**src/rtl/mem_arb_pkg.sv**
```systemverilog
// mem_arb_pkg: shared types for the burst memory arbiter.
package mem_arb_pkg;

   // Arbiter sequencing states.
   typedef enum logic [1:0] {
      IDLE  = 2'd0,
      BURST = 2'd1,
      DRAIN = 2'd2
   } arb_state_t;

endpackage

```
**src/rtl/mem_arbiter_rr.sv**
```systemverilog
// rr_arbiter: combinational round-robin pick. The search starts one past ptr and wraps.
module rr_arbiter #(
   parameter int NUM_REQ = 2
) (
   input  logic [NUM_REQ-1:0]         req,
   input  logic [$clog2(NUM_REQ)-1:0] ptr,
   output logic [NUM_REQ-1:0]         gnt,
   output logic [$clog2(NUM_REQ)-1:0] idx,
   output logic                       any
);

   localparam int IW = $clog2(NUM_REQ);

   // Scan from farthest to nearest so the requester closest after ptr overwrites the others.
   always_comb begin
      logic [IW-1:0] j;
      j   = '0;
      gnt = '0;
      idx = '0;
      any = 1'b0;
      for (int unsigned i = NUM_REQ; i >= 1; i--) begin
         j = IW'((32'(ptr) + i) % NUM_REQ);
         if (req[j]) begin
            gnt    = '0;
            gnt[j] = 1'b1;
            idx    = j;
            any    = 1'b1;
         end
      end
   end

endmodule

```
**src/rtl/mem_arbiter.sv**
```systemverilog
// mem_arbiter: shares one byte-wide single-port memory between NUM_REQ burst requesters.
// Bursts are granted round-robin and then issued one beat per cycle. Read bytes are
// returned to the owning requester, and dump requests are serialised against traffic.
// Optional: define MEM_ARB_PERF_CNT_EN to add the perf_busy and perf_stall counters.
module mem_arbiter
   import mem_arb_pkg::*;
#(
   parameter int NUM_REQ    = 2,
   parameter int ADDR_WIDTH = 24,
   parameter int DATA_WIDTH = 8,
   parameter int LEN_WIDTH  = 16
) (
   input  logic                            clk,
   input  logic                            rst_n,
   input  logic [NUM_REQ-1:0]              req_valid,
   output logic [NUM_REQ-1:0]              req_ready,
   input  logic [NUM_REQ-1:0]              req_we,
   input  logic [NUM_REQ*ADDR_WIDTH-1:0]   req_addr,
   input  logic [NUM_REQ*LEN_WIDTH-1:0]    req_len,
   output logic [NUM_REQ-1:0]              wr_pop,
   input  logic [NUM_REQ*DATA_WIDTH-1:0]   wdata,
   output logic [NUM_REQ-1:0]              rd_valid,
   output logic [DATA_WIDTH-1:0]           rd_data,
   output logic [NUM_REQ-1:0]              done,
   input  logic                            dump_req,
   output logic                            dump_ack,
   output logic                            mem_we,
   output logic [ADDR_WIDTH-1:0]           mem_addr,
   output logic [DATA_WIDTH-1:0]           mem_din,
   input  logic [DATA_WIDTH-1:0]           mem_dout,
`ifdef MEM_ARB_PERF_CNT_EN
   output logic [31:0]                     perf_busy,
   output logic [31:0]                     perf_stall,
`endif
   output logic                            mem_dump
);

   localparam int IW = $clog2(NUM_REQ);

   arb_state_t             state, state_nx;
   logic [IW-1:0]          rr_ptr;
   logic [IW-1:0]          grant;
   logic                   cap_we;
   logic [ADDR_WIDTH-1:0]  cur_addr;
   logic [LEN_WIDTH-1:0]   remaining;
   logic                   rd_pend;
   logic                   accept;

   logic [NUM_REQ-1:0]     win_gnt;
   logic [IW-1:0]          win_idx;
   logic                   win_any;

   logic [ADDR_WIDTH-1:0]  addr_a  [NUM_REQ];
   logic [LEN_WIDTH-1:0]   len_a   [NUM_REQ];
   logic [DATA_WIDTH-1:0]  wdata_a [NUM_REQ];

   for (genvar g = 0; g < NUM_REQ; g++) begin : g_unpack
      assign addr_a[g]  = req_addr[g*ADDR_WIDTH +: ADDR_WIDTH];
      assign len_a[g]   = req_len[g*LEN_WIDTH +: LEN_WIDTH];
      assign wdata_a[g] = wdata[g*DATA_WIDTH +: DATA_WIDTH];
   end

   rr_arbiter #(.NUM_REQ(NUM_REQ)) u_rr (
      .req (req_valid),
      .ptr (rr_ptr),
      .gnt (win_gnt),
      .idx (win_idx),
      .any (win_any)
   );

   // State register.
   always_ff @(posedge clk or negedge rst_n) begin
      if (!rst_n) state <= IDLE;
      else        state <= state_nx;
   end

   // Next state and memory-side/requester-side strobes.
   always_comb begin
      state_nx  = state;
      accept    = 1'b0;
      req_ready = '0;
      dump_ack  = 1'b0;
      mem_we    = 1'b0;
      mem_addr  = '0;
      mem_din   = '0;
      wr_pop    = '0;
      done      = '0;
      case (state)
         IDLE: begin
            if (dump_req) begin
               dump_ack = 1'b1;
            end else if (win_any) begin
               req_ready = win_gnt;
               accept    = 1'b1;
               state_nx  = BURST;
            end
         end
         BURST: begin
            mem_addr      = cur_addr;
            mem_we        = cap_we;
            mem_din       = wdata_a[grant];
            wr_pop[grant] = cap_we;
            if (remaining == '0) state_nx = DRAIN;
         end
         DRAIN: begin
            done[grant] = 1'b1;
            state_nx    = IDLE;
         end
         default: state_nx = IDLE;
      endcase
   end

   assign mem_dump = dump_ack;

   // Burst capture on handshake, then beat address/count stepping.
   always_ff @(posedge clk or negedge rst_n) begin
      if (!rst_n) begin
         rr_ptr    <= IW'(NUM_REQ - 1);
         grant     <= '0;
         cap_we    <= 1'b0;
         cur_addr  <= '0;
         remaining <= '0;
         rd_pend   <= 1'b0;
      end else begin
         rd_pend <= (state == BURST) && !cap_we;
         if (accept) begin
            rr_ptr    <= win_idx;
            grant     <= win_idx;
            cap_we    <= req_we[win_idx];
            cur_addr  <= addr_a[win_idx];
            remaining <= len_a[win_idx];
         end else if (state == BURST) begin
            cur_addr  <= cur_addr + ADDR_WIDTH'(1);
            remaining <= remaining - LEN_WIDTH'(1);
         end
      end
   end

   // Read return: the memory answers one cycle after a read beat, which is routed to the owner.
   always_comb begin
      rd_valid = '0;
      rd_data  = '0;
      if (rd_pend) begin
         rd_valid[grant] = 1'b1;
         rd_data         = mem_dout;
      end
   end

`ifdef MEM_ARB_PERF_CNT_EN
   // Saturating busy and stall counters.
   always_ff @(posedge clk or negedge rst_n) begin
      if (!rst_n) begin
         perf_busy  <= '0;
         perf_stall <= '0;
      end else begin
         if (state != IDLE && perf_busy != '1) perf_busy <= perf_busy + 32'd1;
         if (|(req_valid & ~req_ready) && perf_stall != '1) perf_stall <= perf_stall + 32'd1;
      end
   end
`endif

endmodule

```
**config.mk**
```make
export PLATFORM = sky130hd
export DESIGN_NAME = mem_arbiter
export DESIGN_NICKNAME = d
export VERILOG_FILES = /design/src/rtl/mem_arb_pkg.sv /design/src/rtl/mem_arbiter_rr.sv /design/src/rtl/mem_arbiter.sv
export SDC_FILE = /design/constraint.sdc
export NUM_CORES = 1
export LEC_CHECK = 0
export ABC_AREA = 1
export BUFFER_PORTS_ARGS = -buffer_cell sky130_fd_sc_hd__clkbuf_2
export CAP_MARGIN = 20
export CORE_MARGIN = 2
export CORE_UTILIZATION = 53
export DETAILED_ROUTE_END_ITERATION = 10
export PLACE_DENSITY_LB_ADDON = 0.05
export SYNTH_ARGS = -nofsm -noshare
export SYNTH_HDL_FRONTEND = slang
export SYNTH_SLANG_ARGS = --single-unit
```
**constraint.sdc**
```tcl
create_clock -name clk -period 3.4 [get_ports clk]
set_clock_uncertainty 0.15 [all_clocks]
set_input_delay 0 -clock clk [delete_from_list [all_inputs] [get_ports clk]]
set_output_delay 0 -clock clk [all_outputs]
set_load 0.02 [all_outputs]
```
==> qor.csv, run 1 <==
metric,value,unit
place.gp.congestion,0.884,
overflow,0,
ys_warn_count,0,
clk_pin_slew,0.09,ns
worstSetupPathType,flop to flop,
placed_area,4580,um^2
root_buffer,clkbuf_8,
syn_avg_cell_area,5.96,um^2
slew_viol_final,0,
numCtsBuffers,5,
drtAntennaViolNets,0,
syn_to_final_growth,43.8,%
core-area,6830,um^2
drc,0,
worst_pin_slew,0.681,ns
chipHeight,88.5,um
seq_power_share,0.312,
max_freq,333,MHz
timing.setup.tns,0,ns
ioPinCount,162,
first_iter_violations,380,
r2r_slack,0.39,ns
power.density,671,nW/um^2
cts_sinks,46,
place_hpwl,8.92,mm
leakage,2.88,nW
finalCoreUtilization,0.795,
period_share,0.885,
switchingPower,1.86,mW
synthesis.area,3780,um^2
cts_resized,0,
vias,5171,
synth_ff_type,dfrtp_1,
rsz0062_at_grt,no,
portBuffers,161,
cts_tree,built,
grtUsageTotal,0.352,
mappedNetlistNets,747,
dieArea,7820,um^2
internal_power,1.79,mW
synth-edff-count,0,
p_clk_frac,0.101,
grt_pass1_vias,4768,
synth_area_leader_cell,dfrtp_1,
max_slew_margin,0.546,
routed_wl,13.7,mm
grt_pass1_wl,21.9,mm
path_max_fanout,43,
hp-class,input pin to flop,
diodes,0,
synthArstFlopShare,1.00,
setup_viol,0,
cts_max_path_buffers,2,
cp.required,3.45,ns
die-width,88.5,um
grt_max_degree,55,
dr.pass1.iters,6,
drive_gt1_frac,0.213,
vdd_drop_max,399,uV
ys_seq_area_frac,0.305,
cts_max_level,2,
rows,30,
ys_types,37,
status,finished clean,
nets,965,
power_frac_comb,0.587,
cp-start-kind,flop,
initial_core_util,0.553,
crit_arrival,3.06,ns
worstSkewPairLatency,0.30,ns
via_per_inst,5.45,
hold_violations,0,
yosys.cell_count.top_type,nand2_1,
netlist_top_cells_count,"171 x nand2_1, 129 x nor2_1, 68 x inv_1",
antenna_found_initial,0,
period_needed,3.01,ns
drv_cap,0,
swShare,0.510,
synth.top_cell.area_share,0.298,
synth_cells,634,
fin_area,5430,um^2
ys_ff_latch,46,
totalPowerFinal,3.65,mW
synth_area_leaders,"dfrtp_1 30%, nand2_1 17%, nor2_1 13%",
crit_path_end_kind,flop,
routedWlPerCell,14.4,um
fill_cells,533,
[placed cells by master (no fill, tap or decap), drive strengths merged, types with 6 or more instances in the layout]
master | Yosys | routed
nand2 | 172 | 172
buf | 21 | 6
nor3 | 9 | 9
dfrtp | 45 | 45
xor2 | 8 | 8
a21oi | 32 | 32
nor2 | 132 | 132
inv | 70 | 70
dlygate4sd3 | 0 | 76
nand3 | 38 | 38
o21ai | 57 | 57
clkbuf | 11 | 169
o211ai | 7 | 7
[layer usage]
metal  global-route usage  up-vias  routed length (um)
met5                    0        -                   0
li1                     -     2459                   -
met3               0.0494       63                1050
met1                0.430     2342                5200
met4                0.139        0                 522
met2                0.627      307                6940
[kinds of logic (layout without fill, tap and decap cells)]
family | count (synthesis) | count (layout) | synth area share
compound gates | 116 | 116 | 0.171
xor+xnor | 8 | 8 | 0.0185
fa+ha+maj | 2 | 2 | 0.00662
buf+inv | 102 | 321 | 0.115
flops | 46 | 46 | 0.305
simple gates | 360 | 360 | 0.385
[stage by stage]
| stage | std cells | hold slack [ns] | setup slack (ns) |
|---|---|---|---|
| after floorplan | 634 | -0.446 | 1.82 |
| after global placement | 865 | -0.0927 | 1.09 |
| after detailed placement | 865 | -0.0818 | 1.03 |
| after CTS | 949 | 0.000799 | 0.463 |
| after global routing | 949 | 0.0255 | 0.183 |
| final | 949 | 0.000316 | 0.393 |
[worst paths after layout]
check | from | endpoint | depth (start not counted)
worst max-delay path | rr_ptr | remaining[7] | 12
worst min-delay path | req_len[18] | remaining[2] | 5
worst max register to register | rr_ptr | remaining[7] | 12
worst min register to register | cap_we | rd_pend | 1
max in group asynchronous | rst_n | remaining[3] | 3
min in group asynchronous | rst_n | cur_addr[2] | 2
[power groups by stage]
| stage | Clock, mW | Sequential (mW) | Combinational, mW |
|---|---|---|---|
| final | 0.369 | 1.14 | 2.14 |
| after global routing | 0.385 | 1.19 | 2.38 |
| after CTS | 0.369 | 1.12 | 2.10 |
| after detailed placement | 0 | 1.13 | 1.92 |
| after global placement | 0 | 1.11 | 1.89 |
| after floorplan | 0 | 1.02 | 1.44 |
[flip-flops by register name (all words and copies together) (netlist names)]
register   flops
rr_ptr         1
cur_addr      24
remaining     16
state          2
rd_pend        1
grant          1
cap_we         1
[worst max-delay path, stage by stage (launching register included)]
cell,delay [ns]
dfstp_2,0.55
nand2_1,0.05
nand2_1,0.05
buf_4,0.38
inv_1,0.37
buf_4,0.34
nand2_1,0.10
nand3_1,0.07
dlygate4sd3_1,0.60
nand2_1,0.07
nand2_1,0.04
o21ai_0,0.08
inv_1,0.05
[cell type report]
type,count,area [um^2],share of cell area
tap,96,120,0.0221
multi-input combinational,486,2190,0.404
sequential,46,1150,0.212
timing repair buffer,243,1610,0.297
clock buffer,8,90.1,0.0166
inverter,70,265,0.0488
[what timing repair did]
| item | 4_1_cts | 5_1_grt |
|---|---|---|
| setup endpoints to repair | 0 | 0 |
| hold endpoints to repair | 64 | 0 |
| setup buffers | 0 | 0 |
| hold buffers | 76 | 0 |
Note: power is estimated with default switching activity, not from simulation.
==> inputs of run 2 (changes only) <==
PLACE_DENSITY_LB_ADDON = 0.25   (was 0.05)
==> qor.csv, run 2 (synthesis results as in run 1) <==
metric,value,unit,change
drv_cap,0,,unchanged
cts_max_level,2,,unchanged
hold_violations,0,,unchanged
drtAntennaViolNets,0,,unchanged
internal_power,1.79,mW,about the same
crit_slowest_cell,dlygate4sd3_1,,
cp_num_buf_inv,3,,-2
core-area,6830,um^2,unchanged
grt_pass1_vias,5066,,+6.3%
rsz0062_at_grt,no,,
numCtsBuffers,5,,unchanged
p_clk_frac,0.099,,-0.002
overflow,0,,unchanged
initial_core_util,0.553,,unchanged
slew_viol_final,0,,unchanged
final_cell_mix,"171 x nand2_1, 161 x clkbuf_2, 129 x nor2_1, 71 x dlygate4sd3_1, 68 x inv_1",,
via_per_inst,5.53,,+1.5%
first_iter_violations,446,,+17%
post_cts_buffers,0,,unchanged
path_max_fanout,55,,+28%
cp.required,3.45,ns,about the same
cts_sinks,46,,unchanged
crit_top_cell,nand2_1,,
finalCoreUtilization,0.788,,-0.00714
period_needed,2.90,ns,-0.110 ns
whs,0.00754,ns,+0.00723 ns
power_frac_comb,0.589,,+0.002
timing.setup.tns,0,ns,unchanged
dr.pass1.iters,5,,-1
hp-class,input pin to flop,,
regMostFlops,cur_addr,,
layout_commonest_cell,nand2_1,,
period_share,0.852,,-0.0325
vias,5223,,+1.0%
worst_pin_slew,0.667,ns,-0.0146 ns
max_slew_margin,0.555,,+0.00865
ioPinCount,162,,unchanged
largest_reg_flops,24,,unchanged
routed_wl,13.8,mm,+0.40%
cts_tree,built,,
setup_viol,0,,unchanged
syn_to_final_growth,42.5,%,
max_stage_delay,0.56,ns,-0.04 ns
max_freq,345,MHz,+3.8%
routedWlPerCell,14.6,um,+0.93%
switchingPower,1.88,mW,+1.4%
worstSetupPathType,flop to flop,,
crit_path_end_kind,flop,,
grt_max_degree,56,,+1.8%
worstSkewPairLatency,0.30,ns,about the same
drc,0,,unchanged
placed_area,4580,um^2,unchanged
power.density,681,nW/um^2,+1.6%
cts_resized,0,,unchanged
fin_area,5390,um^2,-0.90%
chipHeight,88.5,um,unchanged
totalPowerFinal,3.67,mW,+0.67%
die-width,88.5,um,unchanged
rows,30,,unchanged
diodes,0,,unchanged
grt_pass1_wl,21.9,mm,about the same
portBuffers,161,,unchanged
setup_slack,0.503,ns,+0.110 ns
status,finished clean,,
fill_cells,564,,+5.8%
crit_arrival,2.95,ns,-0.11 ns
instances_no_fill,944,,-0.53%
crit_family,buffers and inverters,,
ctsHoldBuffers,71,,-6.6%
antenna_found_initial,0,,unchanged
vdd_drop_max,426,uV,+6.8%
clk_pin_slew,0.09,ns,about the same
root_buffer,clkbuf_8,,
cp-start-kind,flop,,
dp.cells,865,,unchanged
seq_power_share,0.311,,about the same
place.gp.congestion,0.932,,+5.5%
dp_slack,1.11,ns,+0.0743 ns
largestRegisters,"cur_addr: 24 flops, remaining: 16 flops, state: 2 flops",,
cts_max_path_buffers,2,,unchanged
crit_path_cell_trace,nor2_1 -> nand2_1 -> nor2_4 -> inv_4 -> nand2_4 -> inv_2 -> a21oi_1 -> dlygate4sd3_1 -> nand2_1 -> nand2_1,,
place_hpwl,9.09,mm,+1.8%
dieArea,7820,um^2,unchanged
nets,960,,-0.52%
grtUsageTotal,0.351,,-0.00149
swShare,0.513,,+0.00369
leakage,2.87,nW,-0.25%
drive_gt1_frac,0.216,,+0.00244
## run 2: path summary, 6_finish.rpt
| kind | slack (ns) | to | cells past startpoint | from |
|---|---|---|---|---|
| worst max-delay path | 0.50 | remaining[11] | 10 | state[0] |
| worst min-delay path | 0.008 | remaining[7] | 7 | req_len[23] |
| worst min register to register | 0.30 | rd_pend | 1 | cap_we |
| worst max register to register | 0.50 | remaining[11] | 10 | state[0] |
| max in group asynchronous | 2.23 | remaining[12] | 3 | rst_n |
| min in group asynchronous | 0.07 | cur_addr[3] | 2 | rst_n |
## run 2: metal layers
metal,wire length [um],vias to the layer above,GRT usage
met3,947,78,0.0644
met4,595,0,0.160
li1,-,2446,-
met5,0,-,0
met1,5200,2403,0.405
met2,7020,296,0.630
## run 2: worst reg2reg max path, stage by stage, from the launching register on
cell and delay (ns):
dfrtp_1 0.43, nor2_1 0.07, nand2_1 0.15, nor2_4 0.06
inv_4 0.41, nand2_4 0.46, inv_2 0.31, a21oi_1 0.07
dlygate4sd3_1 0.56, nand2_1 0.07, nand2_1 0.05
## run 2: power by group through the flow
stage | Combinational, mW | Sequential [mW] | Clock [mW]
floorplan | 1.44 | 1.02 | 0
global placement | 1.88 | 1.11 | 0
detailed placement | 1.94 | 1.13 | 0
CTS | 2.11 | 1.12 | 0.371
global route | 2.39 | 1.18 | 0.392
finish | 2.16 | 1.14 | 0.365
## run 2: area by class of cell
type	count	area, um^2	area share
inverter	70	265	0.0493
clock inverter	1	5.00	0.000929
timing repair buffer	238	1560	0.290
sequential	46	1150	0.214
clock buffer	7	86.3	0.0160
multi-input combinational	486	2190	0.408
tap	96	120	0.0223
==> inputs of run 3 (changes only) <==
CORE_UTILIZATION = 54   (was 53)
CTS_BUF_LIST = sky130_fd_sc_hd__clkbuf_4 sky130_fd_sc_hd__clkbuf_8   (was default)
==> qor.csv, run 3 (synthesis results as in run 1) <==
metric,value,unit,change
core-area,6790,um^2,-0.55%
rows,30,,unchanged
cts_max_path_buffers,2,,unchanged
syn_to_final_growth,45.5,%,
portBuffers,161,,unchanged
cts_resized,0,,unchanged
numCtsBuffers,5,,unchanged
cp-start-kind,flop,,
place.gp.congestion,0.937,,+0.47%
rsz0062_at_grt,no,,
vias,5283,,+1.1%
routedWlPerCell,14.6,um,about the same
layout_commonest_cell,nand2_1,,
finalCoreUtilization,0.810,,+0.0213
status,finished clean,,
grt_max_degree,56,,unchanged
worst_pin_slew,0.784,ns,+0.118 ns
crit_top_cell,nand2_1,,
routed_wl,13.9,mm,+1.0%
crit_arrival,2.92,ns,-0.03 ns
ioPinCount,162,,unchanged
worstSetupPathType,flop to flop,,
period_needed,2.86,ns,-0.0371 ns
cts_tree,built,,
swShare,0.505,,-0.00792
cts_sinks,46,,unchanged
cp.required,3.46,ns,about the same
crit_path_cell_trace,nor2_1 -> nand2_1 -> nor2_4 -> inv_4 -> nand2_4 -> inv_2 -> a21oi_1 -> dlygate4sd3_1 -> nand2_1 -> nand2_1,,
dp_slack,1.16,ns,+0.0547 ns
seq_power_share,0.303,,-0.008
largestRegisters,"cur_addr: 24 flops, remaining: 16 flops, state: 2 flops",,
slew_viol_final,0,,unchanged
via_per_inst,5.54,,+0.19%
setup_slack,0.540,ns,+0.0371 ns
grtUsageTotal,0.365,,+0.0141
p_clk_frac,0.117,,+0.018
period_share,0.841,,-0.0109
post_cts_buffers,0,,unchanged
grt_pass1_wl,22.5,mm,+2.7%
diodes,0,,unchanged
drive_gt1_frac,0.214,,-0.00227
worstSkewPairLatency,0.31,ns,about the same
max_stage_delay,0.56,ns,about the same
hold_violations,0,,unchanged
chipHeight,87.7,um,-0.89%
drv_cap,0,,unchanged
leakage,2.90,nW,+1.1%
drc,0,,unchanged
switchingPower,1.91,mW,+1.2%
setup_viol,0,,unchanged
die-width,87.7,um,-0.89%
whs,0.0225,ns,+0.0150 ns
regMostFlops,cur_addr,,
cts_max_level,2,,unchanged
drtAntennaViolNets,0,,unchanged
max_freq,350,MHz,+1.3%
root_buffer,clkbuf_8,,
timing.setup.tns,0,ns,unchanged
power_frac_comb,0.581,,-0.008
largest_reg_flops,24,,unchanged
grt_pass1_vias,5078,,+0.24%
internal_power,1.87,mW,+4.4%
final_cell_mix,"171 x nand2_1, 161 x clkbuf_2, 129 x nor2_1, 81 x dlygate4sd3_1, 68 x inv_1",,
totalPowerFinal,3.77,mW,+2.8%
dieArea,7690,um^2,-1.8%
vdd_drop_max,447,uV,+5.0%
power.density,686,nW/um^2,+0.62%
dr.pass1.iters,7,,+2
initial_core_util,0.556,,+0.00306
first_iter_violations,578,,+30%
nets,969,,+0.94%
clk_pin_slew,0.10,ns,about the same
crit_path_end_kind,flop,,
hp-class,input pin to flop,,
antenna_found_initial,0,,unchanged
crit_slowest_cell,dlygate4sd3_1,,
max_slew_margin,0.477,,-0.0779
overflow,0,,unchanged
path_max_fanout,55,,unchanged
place_hpwl,8.79,mm,-3.3%
run 3: worst max-delay path, delay by kind of cell, from the launching register on:
family	cells	cell delay (ns)
buffers and inverters	3	1.28
and+or+nand+nor	6	0.83
DFF	1	0.41
AOI/OAI and AO/OA	1	0.07
run 3: per-stage QoR:
| stage | instances | instance area (um^2) |
|---|---|---|
| 2_1_floorplan | 634 | 3780 |
| 3_3_place_gp | 864 | 4580 |
| 3_5_place_dp | 864 | 4580 |
| 4_1_cts | 953 | 5500 |
| 5_1_grt | 953 | 5500 |
| 6_report | 953 | 5500 |
run 3: routing by layer:
layer / wire (um) / GRT usage / vias to the layer above
li1: - / - / 2466
met1: 5250 / 0.446 / 2405
met2: 6850 / 0.617 / 333
met3: 1200 / 0.0688 / 79
met4: 605 / 0.180 / 0
met5: 0 / 0 / -
run 3: timing repair:
action / CTS / global route
hold endpoints to repair: 88 / 0
hold buffers: 81 / 0
endpoints found under the setup margin: 0 / 0
run 3: final timing paths:
check                        startpoint             to  slack, ns  cells after the start
max reg2reg                    state[0]  remaining[12]       0.54                     10
max                            state[0]  remaining[12]       0.54                     10
min reg2reg                      cap_we        rd_pend       0.30                      1
min                        req_addr[38]   cur_addr[14]       0.02                      5
min in group asynchronous         rst_n         rr_ptr       0.05                      2
max in group asynchronous         rst_n   remaining[8]       2.02                      3
run 3: cell type report:
| class | count | area (um^2) |
|---|---|---|
| multi-input cells | 486 | 2190 |
| repair buffers | 247 | 1650 |
| fillers | 451 | 1290 |
| flip-flops and latches | 46 | 1150 |
| inverters | 70 | 265 |
| well taps | 96 | 120 |
| clock buffers | 6 | 76.3 |
| clock inverters | 2 | 37.5 |
run 3: power by group through the flow:
stage	Clock [mW]	Sequential (mW)	Combinational, mW
6_report	0.440	1.14	2.19
5_1_grt	0.462	1.17	2.42
4_1_cts	0.437	1.12	2.12
3_5_place_dp	0	1.13	1.93
3_3_place_gp	0	1.11	1.88
2_1_floorplan	0	1.02	1.44
